## src/rtl/seq_divider_if.sv

```systemverilog
// Request/result bundle for seq_divider; div_err exists only with SEQ_DIVIDER_DIV_ZERO_ERR_EN.
// Combinational wiring only, no latency; start is ignored while busy and the result is not in DONE.
interface seq_divider_if;
  logic        start;
  logic [15:0] dividend;
  logic [7:0]  divisor;
  logic        busy;
  logic        done;
  logic [15:0] quotient;
  logic [7:0]  remainder;
`ifdef SEQ_DIVIDER_DIV_ZERO_ERR_EN
  logic        div_err;
`endif

  modport master (
    output start, dividend, divisor,
`ifdef SEQ_DIVIDER_DIV_ZERO_ERR_EN
    input  div_err,
`endif
    input  busy, done, quotient, remainder
  );

  modport slave (
    input  start, dividend, divisor,
`ifdef SEQ_DIVIDER_DIV_ZERO_ERR_EN
    output div_err,
`endif
    output busy, done, quotient, remainder
  );
endinterface

```

## src/rtl/seq_divider.sv

```systemverilog
// 16/8 unsigned restoring divider, one quotient bit per clock; SEQ_DIVIDER_DIV_ZERO_ERR_EN adds div_err.
// Latency 16 cycles from the accepting edge to the done pulse; one result per 17 cycles.
// Backpressure: start is dropped (not queued) while RUN; a start during DONE is accepted back-to-back.
module seq_divider (
  input  logic       clk,
  input  logic       rst_n,
  seq_divider_if.slave div_if
);
  typedef enum logic [1:0] {IDLE = 2'd0, RUN = 2'd1, DONE = 2'd2} state_t;

  state_t      state_q;
  logic [15:0] q_q;
  logic [7:0]  r_q;      // partial remainder; always < divisor once past the compare, so 8 bits hold it
  logic [7:0]  dvsr_q;
  logic [3:0]  cnt_q;
  logic        busy_q;
  logic        done_q;
  logic [15:0] quot_q;
  logic [7:0]  rem_q;
`ifdef SEQ_DIVIDER_DIV_ZERO_ERR_EN
  logic        err_q;
`else
  logic [7:0]  dvd_lo_q;
`endif

  logic [8:0]  r_shift_d;
  logic        fits_d;
  logic [7:0]  r_d;
  logic [15:0] q_d;
  logic        accept_d;

  always_comb begin
    r_shift_d = {r_q, q_q[15]};
    fits_d    = (r_shift_d >= {1'b0, dvsr_q});
    r_d       = fits_d ? 8'(r_shift_d - {1'b0, dvsr_q}) : r_shift_d[7:0];
    q_d       = {q_q[14:0], fits_d};
    accept_d  = div_if.start && (state_q != RUN);
  end

  always_ff @(posedge clk or negedge rst_n) begin
    if (!rst_n) begin
      state_q  <= IDLE;
      q_q      <= '0;
      r_q      <= '0;
      dvsr_q   <= '0;
      cnt_q    <= '0;
      busy_q   <= 1'b0;
      done_q   <= 1'b0;
      quot_q   <= '0;
      rem_q    <= '0;
`ifdef SEQ_DIVIDER_DIV_ZERO_ERR_EN
      err_q    <= 1'b0;
`else
      dvd_lo_q <= '0;
`endif
    end else begin
      done_q <= 1'b0;
      if (accept_d) begin
        state_q  <= RUN;
        busy_q   <= 1'b1;
        q_q      <= div_if.dividend;
        dvsr_q   <= div_if.divisor;
        r_q      <= '0;
        cnt_q    <= '0;
`ifdef SEQ_DIVIDER_DIV_ZERO_ERR_EN
        err_q    <= 1'b0;
`else
        dvd_lo_q <= div_if.dividend[7:0];
`endif
      end else begin
        unique case (state_q)
          RUN: begin
            q_q   <= q_d;
            r_q   <= r_d;
            cnt_q <= cnt_q + 4'd1;
            if (cnt_q == 4'd15) begin
              state_q <= DONE;
              done_q  <= 1'b1;
              // Divide-by-zero result is pinned here rather than trusted to the datapath
              if (dvsr_q == 8'd0) begin
`ifdef SEQ_DIVIDER_DIV_ZERO_ERR_EN
                quot_q <= '0;
                rem_q  <= '0;
                err_q  <= 1'b1;
`else
                quot_q <= 16'hFFFF;
                rem_q  <= dvd_lo_q;
`endif
              end else begin
                quot_q <= q_d;
                rem_q  <= r_d;
              end
            end
          end
          DONE: begin
            state_q <= IDLE;
            busy_q  <= 1'b0;
          end
          default: ;
        endcase
      end
    end
  end

  assign div_if.busy      = busy_q;
  assign div_if.done      = done_q;
  assign div_if.quotient  = quot_q;
  assign div_if.remainder = rem_q;
`ifdef SEQ_DIVIDER_DIV_ZERO_ERR_EN
  assign div_if.div_err   = err_q;
`endif
endmodule
```

## src/flat_wrapper.sv

```systemverilog
// flat-port wrapper written by rule: the top's interface ports become plain ports
module seq_divider_flat 
  (clk, rst_n, div_if_start, div_if_dividend, div_if_divisor, div_if_busy, div_if_done, div_if_quotient, div_if_remainder);
  seq_divider_if div_if_i ();
  input  logic clk;
  input  logic rst_n;
  input wire logic [$bits(div_if_i.start)-1:0] div_if_start;
  input wire logic [$bits(div_if_i.dividend)-1:0] div_if_dividend;
  input wire logic [$bits(div_if_i.divisor)-1:0] div_if_divisor;
  output wire logic [$bits(div_if_i.busy)-1:0] div_if_busy;
  output wire logic [$bits(div_if_i.done)-1:0] div_if_done;
  output wire logic [$bits(div_if_i.quotient)-1:0] div_if_quotient;
  output wire logic [$bits(div_if_i.remainder)-1:0] div_if_remainder;
  assign div_if_i.start = div_if_start;
  assign div_if_i.dividend = div_if_dividend;
  assign div_if_i.divisor = div_if_divisor;
  assign div_if_busy = div_if_i.busy;
  assign div_if_done = div_if_i.done;
  assign div_if_quotient = div_if_i.quotient;
  assign div_if_remainder = div_if_i.remainder;
  seq_divider u_core (.clk(clk), .rst_n(rst_n), .div_if(div_if_i));
endmodule
```

## config.mk

```make
export PLATFORM = sky130hd
export DESIGN_NAME = seq_divider_flat
export DESIGN_NICKNAME = d
export VERILOG_FILES = /design/src/rtl/seq_divider_if.sv /design/src/rtl/seq_divider.sv /design/src/flat_wrapper.sv
export SDC_FILE = /design/constraint.sdc
export NUM_CORES = 1
export LEC_CHECK = 0
export ABC_AREA = 1
export BUFFER_PORTS_ARGS = -buffer_cell sky130_fd_sc_hd__buf_2
export CORE_MARGIN = 5
export CORE_UTILIZATION = 35
export CTS_BUF_LIST = sky130_fd_sc_hd__clkbuf_8
export CTS_CLUSTER_DIAMETER = 200
export DETAILED_ROUTE_END_ITERATION = 12
export GPL_ROUTABILITY_DRIVEN = 0
export PLACE_DENSITY_LB_ADDON = 0.2
export SETUP_SLACK_MARGIN = 0.4
export SLEW_MARGIN = 20
export SYNTH_ARGS = -nofsm -noshare
export SYNTH_HDL_FRONTEND = slang
export SYNTH_SLANG_ARGS = --single-unit
export TNS_END_PERCENT = 10
```

## constraint.sdc

```tcl
create_clock -name clk -period 1.9 [get_ports clk]
set_clock_uncertainty 0.2 [all_clocks]
set_input_delay 0.285 -clock clk [delete_from_list [all_inputs] [get_ports clk]]
set_output_delay 0.285 -clock clk [all_outputs]
set_load 0.02 [all_outputs]
```

==> run metrics, run 1 <==
area of the mapped netlist 0.00354 mm²; worst-margin pin slew 0.392 ns; Sink Count between 70 and 80; status finished with violations; dominant cells by area after synthesis dfrtp_1 (51%), nand2_1 (11%), inv_1 (5.2%), ha_1 (4.2%), o221ai_1 (3.7%); P_int between 4 and 5 mW; worst hold-check path type primary input to flip-flop; RSZ-0062 raised after global routing true; DRT Pass-1 Iters 4; Psw 3.02 mW; pre-CTS setup slack -0.0739 ns; setup violators final 3; Tmin final 1.91 ns; synth warn 0; DIE AREA about 0.012 mm²; number of synthesized register bits approximately 70; hold endpoint u_core.q_q[15]$_DFFE_PN0P_; CTS tree built; initial antenna violation count 0; Nets 563; Synth Area in Compound Gates 0.115; Crit Path Class flip-flop to flip-flop; I/O pin count 53; Slew headroom 0.739; reg2reg end u_core.div_if.remainder[5]$_DFFE_PN0P_; Syn Nets 447; Chip Height 111 µm; Residual DRC 0; Hold Crit Depth 3; area leader, netlist dfrtp_1; Critical Path Sink Type flip-flop; Clock Latency Late Sink 0.35 ns; Combinational Power Share 0.527; Synth cell types 33; R2R depth 12; Crit Path Max Fanout 5; Yosys top cell area share 0.509; flop2flop setup slack -0.007 ns; clock share of power 0.181; largest net degree at the start of global routing 73; worst hold slack approximately 0.014 ns; failing checks negative setup slack; std cell rows 36; syn_area_per_cell 8.69 µm²; Power per Cell Area 1480 mW/mm²; Starting DRT DRC Count 182; max-capacitance violation count 0; first-pass GRT wire length 15900 µm; Num CTS Buffers 9; layout cells sized above 1 0.364; chip width between 100 and 150 µm; setup ws final -0.00716 ns; post-synthesis sequential area ratio 0.509; maximum operating frequency 524 MHz; maximum vdd drop slightly below 700 µV; final max-slew violation count 0; Final Hold Viols 0; DP Wirelength about 6300 µm; LEAKAGE roughly 2.7 nW; Hold Startpoint div_if_dividend[15]; DR WL/cell ~14 µm; Crit path arrival time 1.95 ns; Cells after Synth approximately 400; H-tree depth 3; vias in the first global route 3283; number of port buffers 52; Sw Share 0.406; DRT Wirelength 9250 µm; Antenna Nets Post-Route 0; mux cell area share after synthesis 0; Inserted Diodes 0; clock-pin slew of the registers on the worst-case setup and hold paths 0.08 ns; XOR/XNOR Fraction of Synth Area 0.00743; Crit path required time 1.94 ns; startpoint type of the worst setup path flip-flop; largest family of logic cells by synthesized area simple AND/OR/NAND/NOR gates; Post-Synth Simple-Gate Area 0.244; Congestion Overflow GR 0; GRT Util Overall 0.157; Vias 3076; Post-Synth Adder-Cell Area 0.0481; Core Region approximately 0.0098 mm²; period utilization 1.00; CTS Root Cell clkbuf_8; worst r2r src u_core.r_q[4]$_DFFE_PN0P_; Initial Utilization 0.360; vias per cell between 4 and 5; area grow syn2layout 42.5%; Clock Path Buffers 2; sequential share of power 0.292
==> cell usage after synthesis <==
cell and n:
a211oi_1 1, a21oi_1 26, a22o_1 1, and3_1 1, buf_1 1, buf_2 5
buf_4 2, clkbuf_1 3, clkinv_1 2, dfrtp_1 72, fa_1 1, ha_1 12
inv_1 49, inv_2 6, nand2_1 108, nand2_2 12, nand2_4 3, nand2_8 1
nand3_1 24, nand3_4 1, nand4_1 3, nor2_1 23, nor2_2 1, nor2_4 5
nor3_2 1, o211ai_1 1, o21ai_0 19, o21ai_1 2, o21ai_2 1, o221ai_1 15
o31ai_1 1, or2_4 1, xnor2_1 3
==> worst max-delay path, stage by stage, from the launching register on <==
cell and delay, ns:
dfrtp_2 0.45, ha_4 0.30, nand2_2 0.05, nor2_1 0.09
nand2_1 0.07, nor2_2 0.13, nor2_4 0.05, buf_12 0.13
buf_6 0.11, nand3_2 0.06, nand3_2 0.06, nand2_1 0.07
nand2_1 0.04
==> cell type report <==
| class | instances | area [µm²] |
|---|---|---|
| Timing Repair Buffer | 116 | 887 |
| Multi-Input combinational cell | 267 | 1750 |
| Inverter | 57 | 214 |
| Tap cell | 133 | 166 |
| Clock inverter | 7 | 96.3 |
| Clock buffer | 9 | 124 |
| Fill cell | 964 | 4780 |
| Sequential cell | 72 | 1800 |
==> power by group through the flow <==
| stage | sequential, mW | combinational [mW] | clock, mW |
|---|---|---|---|
| 2_1_floorplan | 2.18 | 2.32 | 0 |
| 3_3_place_gp | 2.17 | 3.24 | 0 |
| 3_5_place_dp | 2.18 | 3.30 | 0 |
| 4_1_cts | 2.16 | 3.65 | 1.38 |
| 5_1_grt | 2.23 | 4.35 | 1.45 |
| 6_report | 2.17 | 3.92 | 1.35 |
==> stage by stage <==
stage / power [mW] / utilization / instances / area [µm²] / TNS [ns]
CTS: 7.19 / 0.496 / 657 / 4870 / 0
finish: 7.44 / 0.513 / 661 / 5040 / -0.00781
global route: 8.03 / 0.513 / 661 / 5040 / -1.05
floorplan: 4.49 / - / 407 / 3660 / 0
detailed placement: 5.48 / 0.433 / 605 / 4250 / -0.669
global placement: 5.41 / 0.433 / 605 / 4250 / -0.427
==> state kept, by name, indices dropped and copies added (netlist names) <==
signal and flops:
u_core.cnt_q 4, u_core.dvd_lo_q 8, u_core.state_q 2, u_core.div_if.done 1
u_core.div_if.remainder 8, u_core.q_q 16, u_core.r_q 8, u_core.div_if.quotient 16
u_core.div_if.busy 1, u_core.dvsr_q 8
==> cells in the final DEF (no fill, tap or decap), types with 14 or more instances in the layout <==
cell type	n
nand2_1	96
buf_2	52
buf_4	31
dfrtp_1	70
nand2_2	16
inv_1	41
o221ai_1	15
a21oi_1	26
dlygate4sd3_1	24
nand3_1	14
nor2_1	21
inv_2	16
==> kinds of logic (layout without fill, tap and decap cells) <==
| group | count (synthesis) | after routing |
|---|---|---|
| fa+ha+maj | 13 | 13 |
| compound gates | 67 | 67 |
| flops | 72 | 72 |
| buf+inv | 68 | 189 |
| xor+xnor | 3 | 3 |
| simple gates | 184 | 184 |
==> how the worst max path moves through the flow <==
stage / start / cells past startpoint / slack, ns / endpoint
4_1_cts: u_core.r_q[4]$_DFFE_PN0P_ / 12 / 0.0005 / u_core.div_if.remainder[5]$_DFFE_PN0P_
5_1_grt: u_core.r_q[5]$_DFFE_PN0P_ / 10 / -0.09 / u_core.div_if.remainder[0]$_DFFE_PN0P_
2_1_floorplan: u_core.dvsr_q[7]$_DFFE_PN0P_ / 12 / 0.14 / u_core.r_q[0]$_DFFE_PN0P_
3_5_place_dp: u_core.dvsr_q[5]$_DFFE_PN0P_ / 12 / -0.07 / u_core.div_if.remainder[2]$_DFFE_PN0P_
6_report: u_core.r_q[4]$_DFFE_PN0P_ / 12 / -0.007 / u_core.div_if.remainder[5]$_DFFE_PN0P_
3_3_place_gp: u_core.r_q[4]$_DFFE_PN0P_ / 11 / -0.05 / u_core.div_if.remainder[1]$_DFFE_PN0P_
==> routing by layer <==
metal / vias up / global-route usage / routed length (µm)
li1: 1555 / - / -
met1: 1447 / 0.205 / 4290
met2: 66 / 0.259 / 4480
met3: 8 / 0.0356 / 381
met4: 0 / 0.0517 / 103
met5: - / 0 / 0
==> repair_timing <==
action,4_1_cts,5_1_grt
setup endpoints to repair,70,71
hold endpoints to repair,101,0
setup buffers,12,4
hold buffers,24,0
resized for setup,13,47
pin swaps,10,10
No activity file was read; power rests on OpenSTA's default activity.
==> inputs of run 2 (changes only) <==
Settings changed: ABC_AREA 1 to default, CORE_UTILIZATION 35 to 53.
==> run metrics, run 2 <==
Slew headroom 0.740 (was 0.739); Clock Path Buffers 2 (unchanged); syn_area_per_cell 10.5 µm² (was 8.69 µm²); clock-pin slew of the registers on the worst-case setup and hold paths 0.07 ns (was 0.08 ns); H-tree depth 3 (unchanged); Most used DFF post-synth dfrtp_1 (unchanged); maximum operating frequency 440 MHz (was 524 MHz); top post-synthesis cells by count dfrtp_1 (72), nand2_1 (54), o21ai_0 (27), mux2i_1 (26), o22a_1 (17) (was nand2_1 (108), dfrtp_1 (72), inv_1 (49), a21oi_1 (26), nand3_1 (24)); Crit path required time 1.93 ns (was 1.94 ns); Tmin final 2.27 ns (was 1.91 ns); number of port buffers 52 (unchanged); Sink Count 72 (unchanged); FFs w/ async S/R, synth 1.00 (unchanged); GRT Util Overall 0.225 (was 0.157); Core Region 0.00639 mm² (was 0.00982 mm²); worst-margin pin slew 0.388 ns (was 0.392 ns); CTS Root Cell clkbuf_8 (unchanged); crit path from u_core.r_q[5]$_DFFE_PN0P_ (was u_core.r_q[4]$_DFFE_PN0P_); largest net degree at the start of global routing 73 (unchanged); max-capacitance violation count 0 (unchanged); area grow syn2layout 34.8% (was 42.5%); total power 8.77 mW (was 7.44 mW); status finished with violations (unchanged); Inserted Diodes 0 (unchanged); failing checks negative setup slack (unchanged); DIE AREA 0.00837 mm² (was 0.0122 mm²); Initial Utilization 0.551 (was 0.360); setup ws final -0.373 ns (was -0.00716 ns); Non-Filler Instances 521 (was 661); DRT Pass-1 Iters 4 (unchanged); area of the mapped netlist 0.00352 mm² (was 0.00354 mm²); DR WL/cell 17.5 µm (was 14.0 µm); final max-slew violation count 0 (unchanged); period utilization 1.20 (was 1.00); Crit Path Class flip-flop to flip-flop (unchanged); Nets 479 (was 563); most common cell after layout, fill and taps aside dfrtp_1 (was nand2_1); reg2reg end u_core.div_if.remainder[6]$_DFFE_PN0P_ (was u_core.div_if.remainder[5]$_DFFE_PN0P_); synth warn 0 (unchanged); post-synthesis sequential area ratio 0.512 (was 0.509); number of enable flip-flop cells after synthesis 0 (unchanged); LEAKAGE 2.24 nW (was 2.66 nW); Antenna Nets Post-Route 0 (unchanged); RSZ-0062 raised after global routing true (unchanged); utilization after layout 0.743 (was 0.513); Critical Path Sink Type flip-flop (unchanged); DRT Wirelength 9110 µm (was 9250 µm); Placed Cells 485 (was 605); startpoint type of the worst setup path flip-flop (unchanged); Num CTS Buffers 9 (unchanged); Residual DRC 0 (unchanged); Syn Nets 375 (was 447); Chip Height 91.5 µm (was 111 µm); setup violators final 33 (was 3); initial antenna violation count 0 (unchanged); area leader, netlist dfrtp_1 (unchanged); vias in the first global route 3066 (was 3283); Vias 2923 (was 3076); Starting DRT DRC Count 177 (was 182); dominant cells by area after synthesis dfrtp_1 (51%), mux2i_1 (7.4%), nand2_1 (5.8%), ha_1 (4.3%), o22a_1 (4.2%) (was dfrtp_1 (51%), nand2_1 (11%), inv_1 (5.2%), ha_1 (4.2%), o221ai_1 (3.7%)); layout cells sized above 1 0.363 (was 0.364); worst hold slack 0.0323 ns (was 0.0138 ns); Setup crit end u_core.div_if.remainder[6]$_DFFE_PN0P_ (was u_core.div_if.remainder[5]$_DFFE_PN0P_); Power per Cell Area 1850 mW/mm² (was 1480 mW/mm²); Clock Latency Late Sink 0.34 ns (was 0.35 ns); count leader, synth dfrtp_1 (was nand2_1); Crit Path Max Fanout 8 (was 5); Congestion Overflow GR 0 (unchanged); Synth cell types 49 (was 33); chip width 91.5 µm (was 111 µm); flop2flop setup slack -0.37 ns (was -0.007 ns); worst hold-check path type primary input to flip-flop (unchanged); R2R depth 7 (was 12); most frequent cells in the layout dfrtp_1 (70), buf_2 (52), nand2_1 (51) (was nand2_1 (96), dfrtp_1 (70), buf_2 (52)); DP Wirelength 6140 µm (was 6340 µm); first-pass GRT wire length 15100 µm (was 15900 µm); Crit path arrival time 2.30 ns (was 1.95 ns); Yosys top cell area share 0.512 (was 0.509); number of synthesized register bits 72 (unchanged); Cells after Synth 335 (was 407); CTS tree built (unchanged); maximum vdd drop 1140 µV (was 681 µV); Final Hold Viols 0 (unchanged); std cell rows 29 (was 36); I/O pin count 53 (unchanged); vias per cell 5.61 (was 4.65); worst r2r src u_core.r_q[5]$_DFFE_PN0P_ (was u_core.r_q[4]$_DFFE_PN0P_)
==> run 2: cell count changes in the layout (fill, tap and decap cells not counted), sizes merged, moves of 10 or more <==
cell / change
nand3: -22
mux2i: +26
inv: -42
o221ai: -12
nand2b: +10
nand2: -70
a21oi: -18
nor2: -20
o22a: +17
==> run 2: timing repair <==
action / CTS / global route
gates resized for setup: 18 / 34
buffers inserted: 1 / 3
setup endpoints to repair: 70 / 63
endpoints found under the hold margin: 87 / 0
hold buffers: 16 / 0
pin swaps: 5 / 7
==> run 2: worst min path at each step <==
stage	from	endpoint	slack (ns)	cells past startpoint
2_1_floorplan	rst_n	u_core.cnt_q[0]$_DFFE_PN0P_	-0.21	0
3_3_place_gp	rst_n	u_core.dvsr_q[2]$_DFFE_PN0P_	0.14	2
3_5_place_dp	rst_n	u_core.q_q[15]$_DFFE_PN0P_	0.14	2
4_1_cts	div_if_dividend[1]	u_core.dvd_lo_q[1]$_DFFE_PN0P_	0.03	3
5_1_grt	div_if_dividend[1]	u_core.dvd_lo_q[1]$_DFFE_PN0P_	0.02	3
6_report	div_if_dividend[1]	u_core.dvd_lo_q[1]$_DFFE_PN0P_	0.03	3
==> run 2: report_power, final <==
group	internal, mW	switching, mW	leakage (nW)	total [mW]
logic	2.37	2.52	1.28	4.90
clock network	0.635	0.574	0.103	1.21
registers	2.19	0.468	0.859	2.66
==> run 2: cell type report <==
class | instances | area, µm²
Clock buffer | 10 | 138
Clock inverter | 6 | 60.1
Fill cell | 444 | 1640
Inverter | 15 | 56.3
Multi-Input combinational cell | 229 | 1770
Sequential cell | 72 | 1800
Tap cell | 77 | 96.3
Timing Repair Buffer | 112 | 816
==> run 2: worst max-delay path, cell delays in order, from the launching register on <==
cell	delay (ns)
dfrtp_1	0.43
ha_4	0.27
a21o_1	0.20
a221oi_4	0.31
o21ai_4	0.10
buf_12	0.15
mux2_4	0.31
o21a_1	0.18
==> run 2: kinds of logic after synthesis <==
group,count (synthesis),share of synthesized area
AND/OR/NAND/NOR,94,0.123
AO/OA/AOI/OAI,87,0.172
multiplexers,29,0.0846
adder cells (fa/ha/maj),13,0.0484
flip-flops,72,0.512
XOR/XNOR,6,0.0149
buffers and inverters,34,0.0441
==> run 2: layer usage <==
| layer | GRT usage | wire length, µm | up-vias |
|---|---|---|---|
| met3 | 0.0537 | 479 | 15 |
| li1 | - | - | 1393 |
| met2 | 0.379 | 4630 | 68 |
| met4 | 0.0562 | 155 | 0 |
| met1 | 0.292 | 3840 | 1447 |
| met5 | 0 | 0 | - |
==> run 2: per-stage QoR <==
| stage | cell area [µm²] | worst slack, ns | TNS (ns) |
|---|---|---|---|
| after detailed placement | 4110 | -0.392 | -5.75 |
| after floorplan | 3530 | -0.197 | -2.02 |
| after global routing | 4740 | -0.428 | -9.07 |
| after global placement | 4110 | -0.343 | -4.82 |
| after CTS | 4590 | -0.291 | -4.38 |
| final | 4740 | -0.373 | -6.97 |
